[config.mk]
export PLATFORM = sky130hd
export DESIGN_NAME = load_store_unit_flat
export DESIGN_NICKNAME = d
export VERILOG_FILES = /design/src/rtl/lsu_pkg.sv /design/src/rtl/load_store_unit_if.sv /design/src/rtl/lsu_data_align.sv /design/src/rtl/load_store_unit.sv /design/src/flat_wrapper.sv
export SDC_FILE = /design/constraint.sdc
export NUM_CORES = 1
export LEC_CHECK = 0
export CAP_MARGIN = 20
export CORE_MARGIN = 10
export CORE_UTILIZATION = 42
export DETAILED_ROUTE_END_ITERATION = 7
export HOLD_SLACK_MARGIN = 0.08
export PLACE_DENSITY = 0.77
export REMOVE_ABC_BUFFERS = 1
export SYNTH_ARGS = -nofsm -noshare
export SYNTH_HDL_FRONTEND = slang
export SYNTH_SLANG_ARGS = --single-unit
[constraint.sdc]
create_clock -name clk_in -period 2.3 [get_ports clk_in]
set_input_delay 0.23 -clock clk_in [delete_from_list [all_inputs] [get_ports clk_in]]
set_output_delay 0.23 -clock clk_in [all_outputs]
set_load 0.005 [all_outputs]
[src/rtl/lsu_pkg.sv]
// Load/store unit shared types.
//   lsu_size_t  : request access size (byte, half, word, reserved)
//   lsu_state_t : LSU control states
//   lsu_req_err      : flags reserved size and, optionally, misalignment
//   lsu_force_align  : clears offset bits that natural alignment ignores
package lsu_pkg;

    typedef enum logic [1:0] {
        LSU_SIZE_BYTE = 2'b00,
        LSU_SIZE_HALF = 2'b01,
        LSU_SIZE_WORD = 2'b10,
        LSU_SIZE_RSVD = 2'b11
    } lsu_size_t;

    typedef enum logic [2:0] {
        LSU_IDLE,
        LSU_RD_ADDR,
        LSU_RD_DATA,
        LSU_WR,
        LSU_RESP
    } lsu_state_t;

    function automatic logic lsu_req_err(lsu_size_t size, logic [1:0] off, logic align_check);
        logic err;
        err = 1'b0;
        case (size)
            LSU_SIZE_HALF: err = align_check & off[0];
            LSU_SIZE_WORD: err = align_check & (off != 2'b00);
            LSU_SIZE_RSVD: err = 1'b1;
            default:       err = 1'b0;
        endcase
        return err;
    endfunction

    function automatic logic [1:0] lsu_force_align(lsu_size_t size, logic [1:0] off);
        logic [1:0] r;
        case (size)
            LSU_SIZE_HALF: r = {off[1], 1'b0};
            LSU_SIZE_WORD: r = 2'b00;
            default:       r = off;
        endcase
        return r;
    endfunction

endpackage

[src/rtl/load_store_unit_if.sv]
// Core request/response and word data-bus signals of the load/store unit.
//   slave  : LSU side (accepts requests, drives the data bus)
//   master : environment side (core stage plus memory)
interface load_store_unit_if;
    import lsu_pkg::*;

    logic        req_valid_in;
    logic        req_ready_out;
    logic        req_we_in;
    lsu_size_t   req_size_in;
    logic        req_unsigned_in;
    logic [31:0] req_addr_in;
    logic [31:0] req_wdata_in;
    logic        resp_valid_out;
    logic [31:0] resp_rdata_out;
    logic        resp_err_out;
    logic [31:0] mem_addr_out;
    logic [31:0] mem_wr_out;
    logic        mem_we_out;
    logic [31:0] mem_rd_in;

    modport slave (
        input  req_valid_in, req_we_in, req_size_in, req_unsigned_in,
        input  req_addr_in, req_wdata_in, mem_rd_in,
        output req_ready_out, resp_valid_out, resp_rdata_out, resp_err_out,
        output mem_addr_out, mem_wr_out, mem_we_out
    );

    modport master (
        output req_valid_in, req_we_in, req_size_in, req_unsigned_in,
        output req_addr_in, req_wdata_in, mem_rd_in,
        input  req_ready_out, resp_valid_out, resp_rdata_out, resp_err_out,
        input  mem_addr_out, mem_wr_out, mem_we_out
    );

endinterface

[src/rtl/lsu_data_align.sv]
// Combinational lane handling for the load/store unit.
//   word_in     : word read from the bus
//   wdata_in    : right-justified store data
//   offset_in   : byte offset within the word
//   size_in     : access size
//   unsigned_in : zero-extend (1) / sign-extend (0) loads
//   load_out    : extracted and extended load value
//   merge_out   : word_in with the store lane(s) replaced
module lsu_data_align
    import lsu_pkg::*;
(
    input  logic [31:0] word_in,
    input  logic [31:0] wdata_in,
    input  logic [1:0]  offset_in,
    input  lsu_size_t   size_in,
    input  logic        unsigned_in,
    output logic [31:0] load_out,
    output logic [31:0] merge_out
);

    function automatic logic [31:0] load_extract(logic [31:0] word, logic [1:0] off,
                                                 lsu_size_t size, logic uns);
        logic [7:0]  b;
        logic [15:0] h;
        logic [31:0] r;
        case (off)
            2'd0:    b = word[7:0];
            2'd1:    b = word[15:8];
            2'd2:    b = word[23:16];
            default: b = word[31:24];
        endcase
        h = off[1] ? word[31:16] : word[15:0];
        case (size)
            LSU_SIZE_BYTE: r = {{24{~uns & b[7]}}, b};
            LSU_SIZE_HALF: r = {{16{~uns & h[15]}}, h};
            LSU_SIZE_WORD: r = word;
            default:       r = '0;
        endcase
        return r;
    endfunction

    function automatic logic [31:0] store_merge(logic [31:0] old, logic [31:0] data,
                                                logic [1:0] off, lsu_size_t size);
        logic [31:0] m;
        m = old;
        case (size)
            LSU_SIZE_BYTE: begin
                case (off)
                    2'd0:    m[7:0]   = data[7:0];
                    2'd1:    m[15:8]  = data[7:0];
                    2'd2:    m[23:16] = data[7:0];
                    default: m[31:24] = data[7:0];
                endcase
            end
            LSU_SIZE_HALF: begin
                if (off[1]) m[31:16] = data[15:0];
                else        m[15:0]  = data[15:0];
            end
            LSU_SIZE_WORD: m = data;
            default:       m = old;
        endcase
        return m;
    endfunction

    always_comb begin
        load_out  = load_extract(word_in, offset_in, size_in, unsigned_in);
        merge_out = store_merge(word_in, wdata_in, offset_in, size_in);
    end

endmodule

[src/rtl/load_store_unit.sv]
// Load/store unit: core-side initiator for a word-only data bus with
// 1-cycle registered read latency and no byte enables.
//   clk_in, rst_low_in : clock, asynchronous active-low reset
//   bus (slave)        : core request/response handshake and data bus
// Sub-word stores are read-modify-write; loads are sign/zero extended.
// ALIGN_CHECK = 1 rejects misaligned half/word accesses; 0 forces alignment.
module load_store_unit
    import lsu_pkg::*;
#(
    parameter bit ALIGN_CHECK = 1'b1
) (
    input  logic              clk_in,
    input  logic              rst_low_in,
    load_store_unit_if.slave  bus
);

    lsu_state_t  state, state_nx;
    logic [31:0] addr_q;
    lsu_size_t   size_q;
    logic        uns_q;
    logic        we_q;
    logic [31:0] wdata_q;
    logic [31:0] rdata_q;
    logic        err_q;

    logic        accept;
    logic        req_err;
    logic [1:0]  req_off;
    logic [31:0] load_val;
    logic [31:0] merge_val;

    lsu_data_align u_align (
        .word_in     (bus.mem_rd_in),
        .wdata_in    (wdata_q),
        .offset_in   (addr_q[1:0]),
        .size_in     (size_q),
        .unsigned_in (uns_q),
        .load_out    (load_val),
        .merge_out   (merge_val)
    );

    assign req_err = lsu_req_err(bus.req_size_in, bus.req_addr_in[1:0], ALIGN_CHECK);
    assign req_off = lsu_force_align(bus.req_size_in, bus.req_addr_in[1:0]);
    assign accept  = bus.req_valid_in && bus.req_ready_out;

    always_comb begin
        state_nx           = state;
        bus.req_ready_out  = (state == LSU_IDLE) && rst_low_in;
        bus.mem_addr_out   = (state != LSU_IDLE) ? {addr_q[31:2], 2'b00} : '0;
        bus.mem_we_out     = (state == LSU_WR);
        bus.mem_wr_out     = (state == LSU_WR) ? wdata_q : '0;
        bus.resp_valid_out = (state == LSU_RESP);
        bus.resp_rdata_out = (state == LSU_RESP) ? rdata_q : '0;
        bus.resp_err_out   = (state == LSU_RESP) && err_q;

        case (state)
            LSU_IDLE: begin
                if (accept) begin
                    if (req_err)
                        state_nx = LSU_RESP;
                    else if (bus.req_we_in && bus.req_size_in == LSU_SIZE_WORD)
                        state_nx = LSU_WR;
                    else
                        state_nx = LSU_RD_ADDR;
                end
            end
            LSU_RD_ADDR: state_nx = LSU_RD_DATA;
            LSU_RD_DATA: state_nx = we_q ? LSU_WR : LSU_RESP;
            LSU_WR:      state_nx = LSU_RESP;
            LSU_RESP:    state_nx = LSU_IDLE;
            default:     state_nx = LSU_IDLE;
        endcase
    end

    always_ff @(posedge clk_in or negedge rst_low_in) begin
        if (!rst_low_in) begin
            state   <= LSU_IDLE;
            addr_q  <= '0;
            size_q  <= LSU_SIZE_BYTE;
            uns_q   <= 1'b0;
            we_q    <= 1'b0;
            wdata_q <= '0;
            rdata_q <= '0;
            err_q   <= 1'b0;
        end else begin
            state <= state_nx;
            if (accept) begin
                addr_q  <= {bus.req_addr_in[31:2], req_off};
                size_q  <= bus.req_size_in;
                uns_q   <= bus.req_unsigned_in;
                we_q    <= bus.req_we_in;
                wdata_q <= bus.req_wdata_in;
                rdata_q <= '0;
                err_q   <= req_err;
            end
            // Read data is valid only now; a store reuses wdata_q to hold the
            // merged word so WR drives it unchanged.
            if (state == LSU_RD_DATA) begin
                if (we_q) wdata_q <= merge_val;
                else      rdata_q <= load_val;
            end
        end
    end

endmodule

[src/flat_wrapper.sv]
// flat-port wrapper written by rule: the top's interface ports become plain ports
module load_store_unit_flat import lsu_pkg::*;
#(
    parameter bit ALIGN_CHECK = 1'b1
)
  (clk_in, rst_low_in, bus_req_valid_in, bus_req_we_in, bus_req_size_in, bus_req_unsigned_in, bus_req_addr_in, bus_req_wdata_in, bus_mem_rd_in, bus_req_ready_out, bus_resp_valid_out, bus_resp_rdata_out, bus_resp_err_out, bus_mem_addr_out, bus_mem_wr_out, bus_mem_we_out);
  load_store_unit_if bus_i ();
  input  logic clk_in;
  input  logic rst_low_in;
  input wire logic [$bits(bus_i.req_valid_in)-1:0] bus_req_valid_in;
  input wire logic [$bits(bus_i.req_we_in)-1:0] bus_req_we_in;
  input wire logic [$bits(bus_i.req_size_in)-1:0] bus_req_size_in;
  input wire logic [$bits(bus_i.req_unsigned_in)-1:0] bus_req_unsigned_in;
  input wire logic [$bits(bus_i.req_addr_in)-1:0] bus_req_addr_in;
  input wire logic [$bits(bus_i.req_wdata_in)-1:0] bus_req_wdata_in;
  input wire logic [$bits(bus_i.mem_rd_in)-1:0] bus_mem_rd_in;
  output wire logic [$bits(bus_i.req_ready_out)-1:0] bus_req_ready_out;
  output wire logic [$bits(bus_i.resp_valid_out)-1:0] bus_resp_valid_out;
  output wire logic [$bits(bus_i.resp_rdata_out)-1:0] bus_resp_rdata_out;
  output wire logic [$bits(bus_i.resp_err_out)-1:0] bus_resp_err_out;
  output wire logic [$bits(bus_i.mem_addr_out)-1:0] bus_mem_addr_out;
  output wire logic [$bits(bus_i.mem_wr_out)-1:0] bus_mem_wr_out;
  output wire logic [$bits(bus_i.mem_we_out)-1:0] bus_mem_we_out;
  assign bus_i.req_valid_in = bus_req_valid_in;
  assign bus_i.req_we_in = bus_req_we_in;
  assign bus_i.req_size_in = bus_req_size_in;
  assign bus_i.req_unsigned_in = bus_req_unsigned_in;
  assign bus_i.req_addr_in = bus_req_addr_in;
  assign bus_i.req_wdata_in = bus_req_wdata_in;
  assign bus_i.mem_rd_in = bus_mem_rd_in;
  assign bus_req_ready_out = bus_i.req_ready_out;
  assign bus_resp_valid_out = bus_i.resp_valid_out;
  assign bus_resp_rdata_out = bus_i.resp_rdata_out;
  assign bus_resp_err_out = bus_i.resp_err_out;
  assign bus_mem_addr_out = bus_i.mem_addr_out;
  assign bus_mem_wr_out = bus_i.mem_wr_out;
  assign bus_mem_we_out = bus_i.mem_we_out;
  load_store_unit #(.ALIGN_CHECK(ALIGN_CHECK)) u_core (.clk_in(clk_in), .rst_low_in(rst_low_in), .bus(bus_i));
endmodule
==> results of run 1 <==
layer usage:
layer | global-route usage | vias to the layer above | wire [um]
met5 | 0 | - | 0
met3 | 0.0657 | 36 | 2000
met2 | 0.347 | 270 | 10400
met4 | 0.0703 | 0 | 536
met1 | 0.258 | 2719 | 8900
li1 | - | 2665 | -
sequential cells by signal, indices dropped and copies added (netlist names):
register	flops
u_core.uns_q	1
u_core.size_q	2
u_core.rdata_q	32
u_core.err_q	1
u_core.state	3
u_core.wdata_q	32
u_core.we_q	1
u_core.addr_q	32
path summary, 6_finish.rpt:
check                                          to                start  slack, ns
max                        bus_resp_rdata_out[18]      u_core.state[0]       0.04
min                             u_core.addr_q[25]  bus_req_addr_in[25]       0.40
max reg2reg                    u_core.rdata_q[24]      u_core.state[2]       0.14
min reg2reg                      u_core.addr_q[4]     u_core.addr_q[4]       0.47
max in group asynchronous       u_core.rdata_q[0]           rst_low_in       1.20
min in group asynchronous        u_core.size_q[0]           rst_low_in       0.46
critical path, cell delays in order (launching register included):
cell             delay (ns)
dfrtp_1                0.40
buf_6                  0.15
nor3b_4                0.17
buf_6                  0.17
clkbuf_16              0.16
and2_1                 0.12
clkdlybuf4s50_1        0.50
cells in the final DEF, fill, tap and decap left out, drive strengths merged, types with 2 or more instances in the layout:
cell,count
and2,99
nor4b,2
nand2b,3
dlymetal6s2s,17
conb,2
a21oi,13
o22ai,11
a32oi,2
a22oi,8
nor3,8
bufinv,2
mux2,3
a2bb2oi,7
o221ai,7
or3,2
nand3,4
buf,38
nor2b,3
mux4,8
a221o,38
o211ai,8
nand3b,7
a31oi,8
ha,4
mux2i,23
inv,16
nor2,26
a211oi,9
dlygate4sd2,30
clkdlybuf4s50,152
dfrtp,104
clkbuf,12
nand2,129
o21ai,26
what timing repair did:
| action | CTS | global route |
|---|---|---|
| hold buffers | 1 | 0 |
| gates resized for setup | 35 | 33 |
| setup buffers | 0 | 1 |
| cloned | 1 | 3 |
| endpoints found under the hold margin | 50 | 0 |
| setup endpoints to repair | 31 | 63 |
| pin swaps | 1 | 2 |
cells by family after synthesis:
group,count (synthesis),share of synthesized area
simple gates,289,0.243
other cells,1,0.000628
flops,104,0.436
buf+inv,71,0.0505
compound gates,144,0.188
mux,34,0.0744
fa+ha+maj,4,0.00838
through the flow:
stage	hold slack (ns)	util
after floorplan	-0.0656	-
after global placement	0.276	0.594
after detailed placement	0.284	0.594
after CTS	0.397	0.621
after global routing	0.406	0.630
final	0.403	0.630
area by class of cell:
cell class,instances,area [um^2]
repair buffers,240,2420
flip-flops and latches,104,2610
well taps,180,225
inverters,14,52.6
fillers,1174,5140
clock buffers,11,253
clock inverters,5,85.1
multi-input cells,473,3100
report_power, final:
group | switching, mW | internal [mW]
combinational | 2.39 | 2.32
sequential | 0.539 | 2.63
clock | 0.700 | 1.02
total | 3.63 | 5.97
==> metrics.md, run 1 <==
| Metric | Value |
|---|---|
| DRT iter0 DRCs | `391` |
| Area after DPL | `8250 um^2` |
| Async set-reset flop share out of synthesis | `1.00` |
| Final wirelength | `21,800 um` |
| Post-Route Skew | `0.00894 ns` |
| Mapped Area | `5970 um^2` |
| Crit path DAT | `2.03 ns` |
| Syn Inst Count | `647` |
| Critical path peak fanout | `9` |
| Inst Count DP | `1,005` |
| Clk sinks | `104` |
| Global-route wire length before repair | `33,500 um` |
| DP Wirelength | `16,200 um` |
| Post-route cell area | `8740 um^2` |
| Worst-case clock buffer depth | `2` |
| CTS Root Cell | `clkbuf_16` |
| Syn Area/Cell | `9.23 um^2` |
| # DRC | `0` |
| Initial Util | `0.430` |
| CTS H-Tree Depth | `3` |
| Slew at the pin closest to its max-slew limit | `0.776 ns` |
| IO buf count | `200` |
| Nets | `949` |
| RD Place Congestion | `0.900` |
| Final Cycle Share | `0.984` |
| Setup Crit Path Kind | `reg -> out` |
| Sequential cell area fraction in the yosys report | `0.436` |
| DRT antenna net count | `0` |
| Final setup margin | `0.0372 ns` |
| GRT overflow | `0` |
| Placeable Area | `13,900 um^2` |
| Maximum clock rate | `0.442 GHz` |
| Share of the synthesized area in the top cell type | `0.436` |
| Most frequent cell after synthesis | `nand2_1` |
| CTS tree | `done` |
| Worst Setup End Kind | `output pin` |
| Number of top-level pins | `203` |
| N_diodes | `0` |
| Ranking of synthesized cells by area | `dfrtp_1, and2_1, nand2_1, a221o_1, mux2i_1` |
| P&R area growth vs syn | `46.5%` |
| Total power | `9.60 mW` |
| Fin cells | `1,027` |
| Chip height | `139 um` |
| Most frequent cells after synthesis | `nand2_1, dfrtp_1, and2_1` |
| Post-synthesis cell type with the largest combined area | `dfrtp_1` |
| Clk slew on worst S/H paths | `0.07 ns` |
| Final setup fails | `0` |
| Worst hold path cell count | `3` |
| Wire per inst | `21.2 um` |
| Synth Warn # | `0` |
| Synth cell types | `50` |
| EDFF count, synth | `0` |
| Die Span X | `139 um` |
| Min-delay worst type | `in -> reg` |
| Sum Neg Setup Slack | `0 ns` |
| Slew Viols, Final | `0` |
| Worst reg-to-reg path cell count | `5` |
| Vias | `5,690` |
| #FFs+latches synth | `104` |
| Worst setup SP type | `flip-flop` |
| Vias in the first global route | `5,962` |
| Critical Path RT | `2.07 ns` |
| Peak supply drop | `722 uV` |
| Pin count of the biggest net entering global routing | `55` |
| Final hold vios | `0` |
| Row count | `43` |
| GRT Total Usage | `0.212` |
| Clock latency on the worst-skew pair | `0.35 ns` |
| Via-to-Cell Ratio | `5.54` |
| Die area | `19,400 um^2` |
| LEAKAGE | `4.18 nW` |
| Layout cell share with drive strength beyond 1 | `0.112` |
| Drt pass-1 iters | `5` |
| Power density over the cells | `1100 nW/um^2` |
| Antenna violations before repair | `0` |
| CTS buffer count | `9` |
| Minimum clock period after layout | `2.26 ns` |
| Max-Slew Margin vs Limit | `0.482` |
| Commonest register cell after synthesis | `dfrtp_1` |
| Pre-CTS setup slack | `0.140 ns` |
| Status | `finished clean` |
| Max-cap violations | `0` |
(Power assumes the default switching activity.)
==> run 2: changes to the inputs <==
--- a/config.mk
+++ b/config.mk
@@ -7,11 +7,13 @@
 export LEC_CHECK = 0
 export CAP_MARGIN = 20
 export CORE_MARGIN = 10
-export CORE_UTILIZATION = 42
+export CORE_UTILIZATION = 44
 export DETAILED_ROUTE_END_ITERATION = 7
 export HOLD_SLACK_MARGIN = 0.08
 export PLACE_DENSITY = 0.77
 export REMOVE_ABC_BUFFERS = 1
+export SETUP_SLACK_MARGIN = 0.02
 export SYNTH_ARGS = -nofsm -noshare
 export SYNTH_HDL_FRONTEND = slang
+export SYNTH_HIERARCHICAL = 1
 export SYNTH_SLANG_ARGS = --single-unit
==> run 2 against run 1 <==
Against the previous run: register-to-register slack improved by 0.08 ns; combinational power shrank 9.1%; utilization shrank 0.33 points; clock power fell by 5%; clock-buffer cell count increased by 1; power down 5.3%; critical path depth shrank 1; setup slack improved by 0.043 ns; flip-flop and latch count is the same.
==> metrics.md, run 2 <==
| Metric | Value |
|---|---|
| Number of top-level pins | `203 (unchanged)` |
| Metal3 WL | `2390 um (was 2000 um)` |
| Top Registers | `u_core/addr_q (32), u_core/rdata_q (32), u_core/wdata_q (32) (was u_core.addr_q (32), u_core.rdata_q (32), u_core.wdata_q (32))` |
| Min-delay worst type | `in -> async (was in -> reg)` |
| Antenna violations before repair | `2 (was 0)` |
| GRT Total Usage | `0.215 (was 0.212)` |
| Fillers | `1,386 (was 1,174)` |
| RSZ-0062 raised after global routing | `yes` |
| Final setup fails | `0 (unchanged)` |
| Final wirelength | `23,600 um (was 21,800 um)` |
| Worst Setup End Kind | `output pin (unchanged)` |
| Register area | `2610 um^2 (about the same)` |
| Layout cell share with drive strength beyond 1 | `0.0788 (was 0.112)` |
| Multi-input logic area | `3880 um^2 (was 3100 um^2)` |
| Critical path peak fanout | `17 (was 9)` |
| Share of the synthesized area in the top cell type | `0.379 (was 0.436)` |
| Final Cycle Share | `0.965 (was 0.984)` |
| Most frequent cells in the layout | `nand2_1, clkdlybuf4s50_1, nand3_1 (was clkdlybuf4s50_1, nand2_1, dfrtp_1)` |
| Crit path DAT | `1.99 ns (was 2.03 ns)` |
| DRT antenna net count | `0 (unchanged)` |
| Synth Warn # | `6 (was 0)` |
| Nets | `1,168 (was 949)` |
| Placeable Area | `15,300 um^2 (was 13,900 um^2)` |
| Global-route wire length before repair | `37,600 um (was 33,500 um)` |
| Status | `finished clean (unchanged)` |
| Synth Area in Compound Gates | `0.150 (was 0.188)` |
| Initial Util | `0.450 (was 0.430)` |
| Chip height | `145 um (was 139 um)` |
| Pre-CTS setup slack | `0.219 ns (was 0.140 ns)` |
| Maximum clock rate | `0.450 GHz (was 0.442 GHz)` |
| CTS H-Tree Depth | `3 (unchanged)` |
| Final hold vios | `0 (unchanged)` |
| RD Place Congestion | `0.915 (was 0.900)` |
| #FFs+latches synth | `104 (unchanged)` |
| CTS tree | `done (unchanged)` |
| Most common cell after layout, fill and taps aside | `nand2_1 (was clkdlybuf4s50_1)` |
| Syn Area/Cell | `7.77 um^2 (was 9.23 um^2)` |
| CTS buffer count | `9 (unchanged)` |
| DRT iter0 DRCs | `637 (was 391)` |
| Power density over the cells | `951 nW/um^2 (was 1100 nW/um^2)` |
| Clk slew on worst S/H paths | `0.07 ns (about the same)` |
| Largest family of logic cells by synthesized area | `simple AND/OR/NAND/NOR gates (unchanged)` |
| Wire per inst | `18.4 um (was 21.2 um)` |
| Minimum clock period after layout | `2.22 ns (was 2.26 ns)` |
| Max-Slew Margin vs Limit | `0.340 (was 0.482)` |
| Vias in the first global route | `6,915 (was 5,962)` |
| Via-to-Cell Ratio | `5.44 (was 5.54)` |
| Drt pass-1 iters | `5 (unchanged)` |
| Die Span X | `145 um (was 139 um)` |
| Post-Synth XOR/XNOR Area | `0 (unchanged)` |
| Synth cell types | `50 (unchanged)` |
| Clk sinks | `104 (unchanged)` |
| Most frequent cell after synthesis | `nand2_1 (unchanged)` |
| EDFF count, synth | `0 (unchanged)` |
| Row count | `45 (was 43)` |
| Commonest register cell after synthesis | `dfrtp_1 (unchanged)` |
| # DRC | `0 (unchanged)` |
| Max Used Layer | `met4 (unchanged)` |
| Pin count of the biggest net entering global routing | `67 (was 55)` |
| Die area | `21,000 um^2 (was 19,400 um^2)` |
| DP Wirelength | `16,900 um (was 16,200 um)` |
| Worst setup SP type | `flip-flop (unchanged)` |
| Slew at the pin closest to its max-slew limit | `0.986 ns (was 0.776 ns)` |
| R2r setup slk | `0.22 ns (was 0.14 ns)` |
| Mapped Area | `6870 um^2 (was 5970 um^2)` |
| Ranking of synthesized cells by area | `dfrtp_1, nand2_1, nand3_1, and2_1, nor2b_1 (was dfrtp_1, and2_1, nand2_1, a221o_1, mux2i_1)` |
| Critical Path RT | `2.07 ns (about the same)` |
| Post-Route Skew | `0.00777 ns (was 0.00894 ns)` |
| Worst hold-check slack | `0.256 ns (was 0.403 ns)` |
| Simple logic cell fraction of the synthesized area | `0.349 (was 0.243)` |
| CTS Root Cell | `clkbuf_16 (unchanged)` |
| Syn Inst Count | `884 (was 647)` |
| P&R area growth vs syn | `39.1% (was 46.5%)` |
| Post-synthesis cell type with the largest combined area | `dfrtp_1 (unchanged)` |
| Max-cap violations | `0 (unchanged)` |
| Clock latency on the worst-skew pair | `0.36 ns (was 0.35 ns)` |
| Area after DPL | `9120 um^2 (was 8250 um^2)` |
| Final setup margin | `0.0799 ns (was 0.0372 ns)` |
| Async set-reset flop share out of synthesis | `1.00 (unchanged)` |
| Post-route cell area | `9560 um^2 (was 8740 um^2)` |
| Setup Crit Path Kind | `reg -> out (unchanged)` |
| Post-Synth Adder-Cell Area | `0.00728 (was 0.00838)` |
| DRT met1 WL | `9540 um (was 8900 um)` |
| LEAKAGE | `4.78 nW (was 4.18 nW)` |
| Sequential cell area fraction in the yosys report | `0.379 (was 0.436)` |
| Routed wl met2 | `11,200 um (was 10,400 um)` |
| Most frequent cells after synthesis | `nand2_1, dfrtp_1, nand3_1 (was nand2_1, dfrtp_1, and2_1)` |
| IO buf count | `200 (unchanged)` |
| Vias | `6,960 (was 5,690)` |
| Slew Viols, Final | `0 (unchanged)` |
| Peak supply drop | `696 uV (was 722 uV)` |
| Worst-case clock buffer depth | `2 (unchanged)` |
| Post-synthesis mux area share | `0.0537 (was 0.0744)` |
| GRT overflow | `0 (unchanged)` |
[run 2: cell count changes in the layout (fill, tap and decap cells not counted), moves of 8 or more]
cell	change
nor2b_1	+32
o31ai_1	+8
and2_1	-32
clkdlybuf4s50_1	+24
nor2_1	-15
nand2_1	+129
mux2_2	+12
mux4_2	-8
nand3_1	+98
a211o_1	+12
dlygate4sd2_1	-30
a221o_2	-14
[run 2: kinds of logic (layout without fill, tap and decap cells)]
kind of cell / Yosys count / after routing
compound gates: 143 / 143
fa+ha+maj: 4 / 4
buf+inv: 92 / 273
flops: 104 / 104
mux: 35 / 35
other cells: 1 / 4
simple gates: 505 / 505
[run 2: timing repair]
| item | in CTS | in global routing |
|---|---|---|
| hold buffers | 1 | 0 |
| endpoints found under the setup margin | 64 | 46 |
| pin swaps | 0 | 1 |
| gates cloned | 0 | 1 |
| resized for setup | 4 | 24 |
| hold endpoints to repair | 28 | 0 |
| buffers inserted | 1 | 2 |
[run 2: worst max-delay path: stages (launching register included)]
cell and delay [ns]:
dfrtp_2 0.49, nor3_4 0.27, buf_4 0.18, clkbuf_16 0.18
nor2b_1 0.05, clkdlybuf4s50_1 0.46
[run 2: cell type report]
| type | count | area share |
|---|---|---|
| Inverter | 20 | 0.00785 |
| Antenna cell | 2 | 0.000523 |
| Clock buffer | 12 | 0.0268 |
| Timing Repair Buffer | 237 | 0.253 |
| Sequential cell | 104 | 0.273 |
| Clock inverter | 4 | 0.00550 |
| Tap cell | 211 | 0.0276 |
| Multi-Input combinational cell | 689 | 0.406 |
[run 2: per-stage QoR]
stage	util	setup TNS, ns	std cells	power, mW
after floorplan	-	-62.45	813	5.64
after global placement	0.598	0	1256	7.27
after detailed placement	0.598	0	1256	7.35
after CTS	0.620	0	1274	9.03
after global routing	0.627	-0.0289	1279	9.76
final	0.627	0	1279	9.09
[run 2: per-layer routing]
metal | global-route usage | vias to the layer above
li1 | - | 3355
met1 | 0.264 | 3307
met2 | 0.344 | 269
met3 | 0.0826 | 29
met4 | 0.0603 | 0
met5 | 0 | -
[run 2: worst paths after layout]
check / startpoint / end / cells after the start
max in group asynchronous: rst_low_in / u_core/rdata_q[6] / 3
max: u_core/state[1] / bus_mem_addr_out[25] / 5
max reg2reg: u_core/size_q[0] / u_core/rdata_q[25] / 5
min: rst_low_in / u_core/addr_q[11] / 2
min reg2reg: u_core/addr_q[19] / u_core/addr_q[19] / 2
min in group clk_in: bus_req_addr_in[24] / u_core/addr_q[24] / 3
[run 2: report_power, final]
group	switching (mW)	leakage, nW	internal [mW]	total [mW]
combinational	2.18	3.30	2.11	4.29
sequential	0.643	1.33	2.53	3.17
clock	0.725	0.153	0.907	1.63
total	3.55	4.78	5.55	9.09
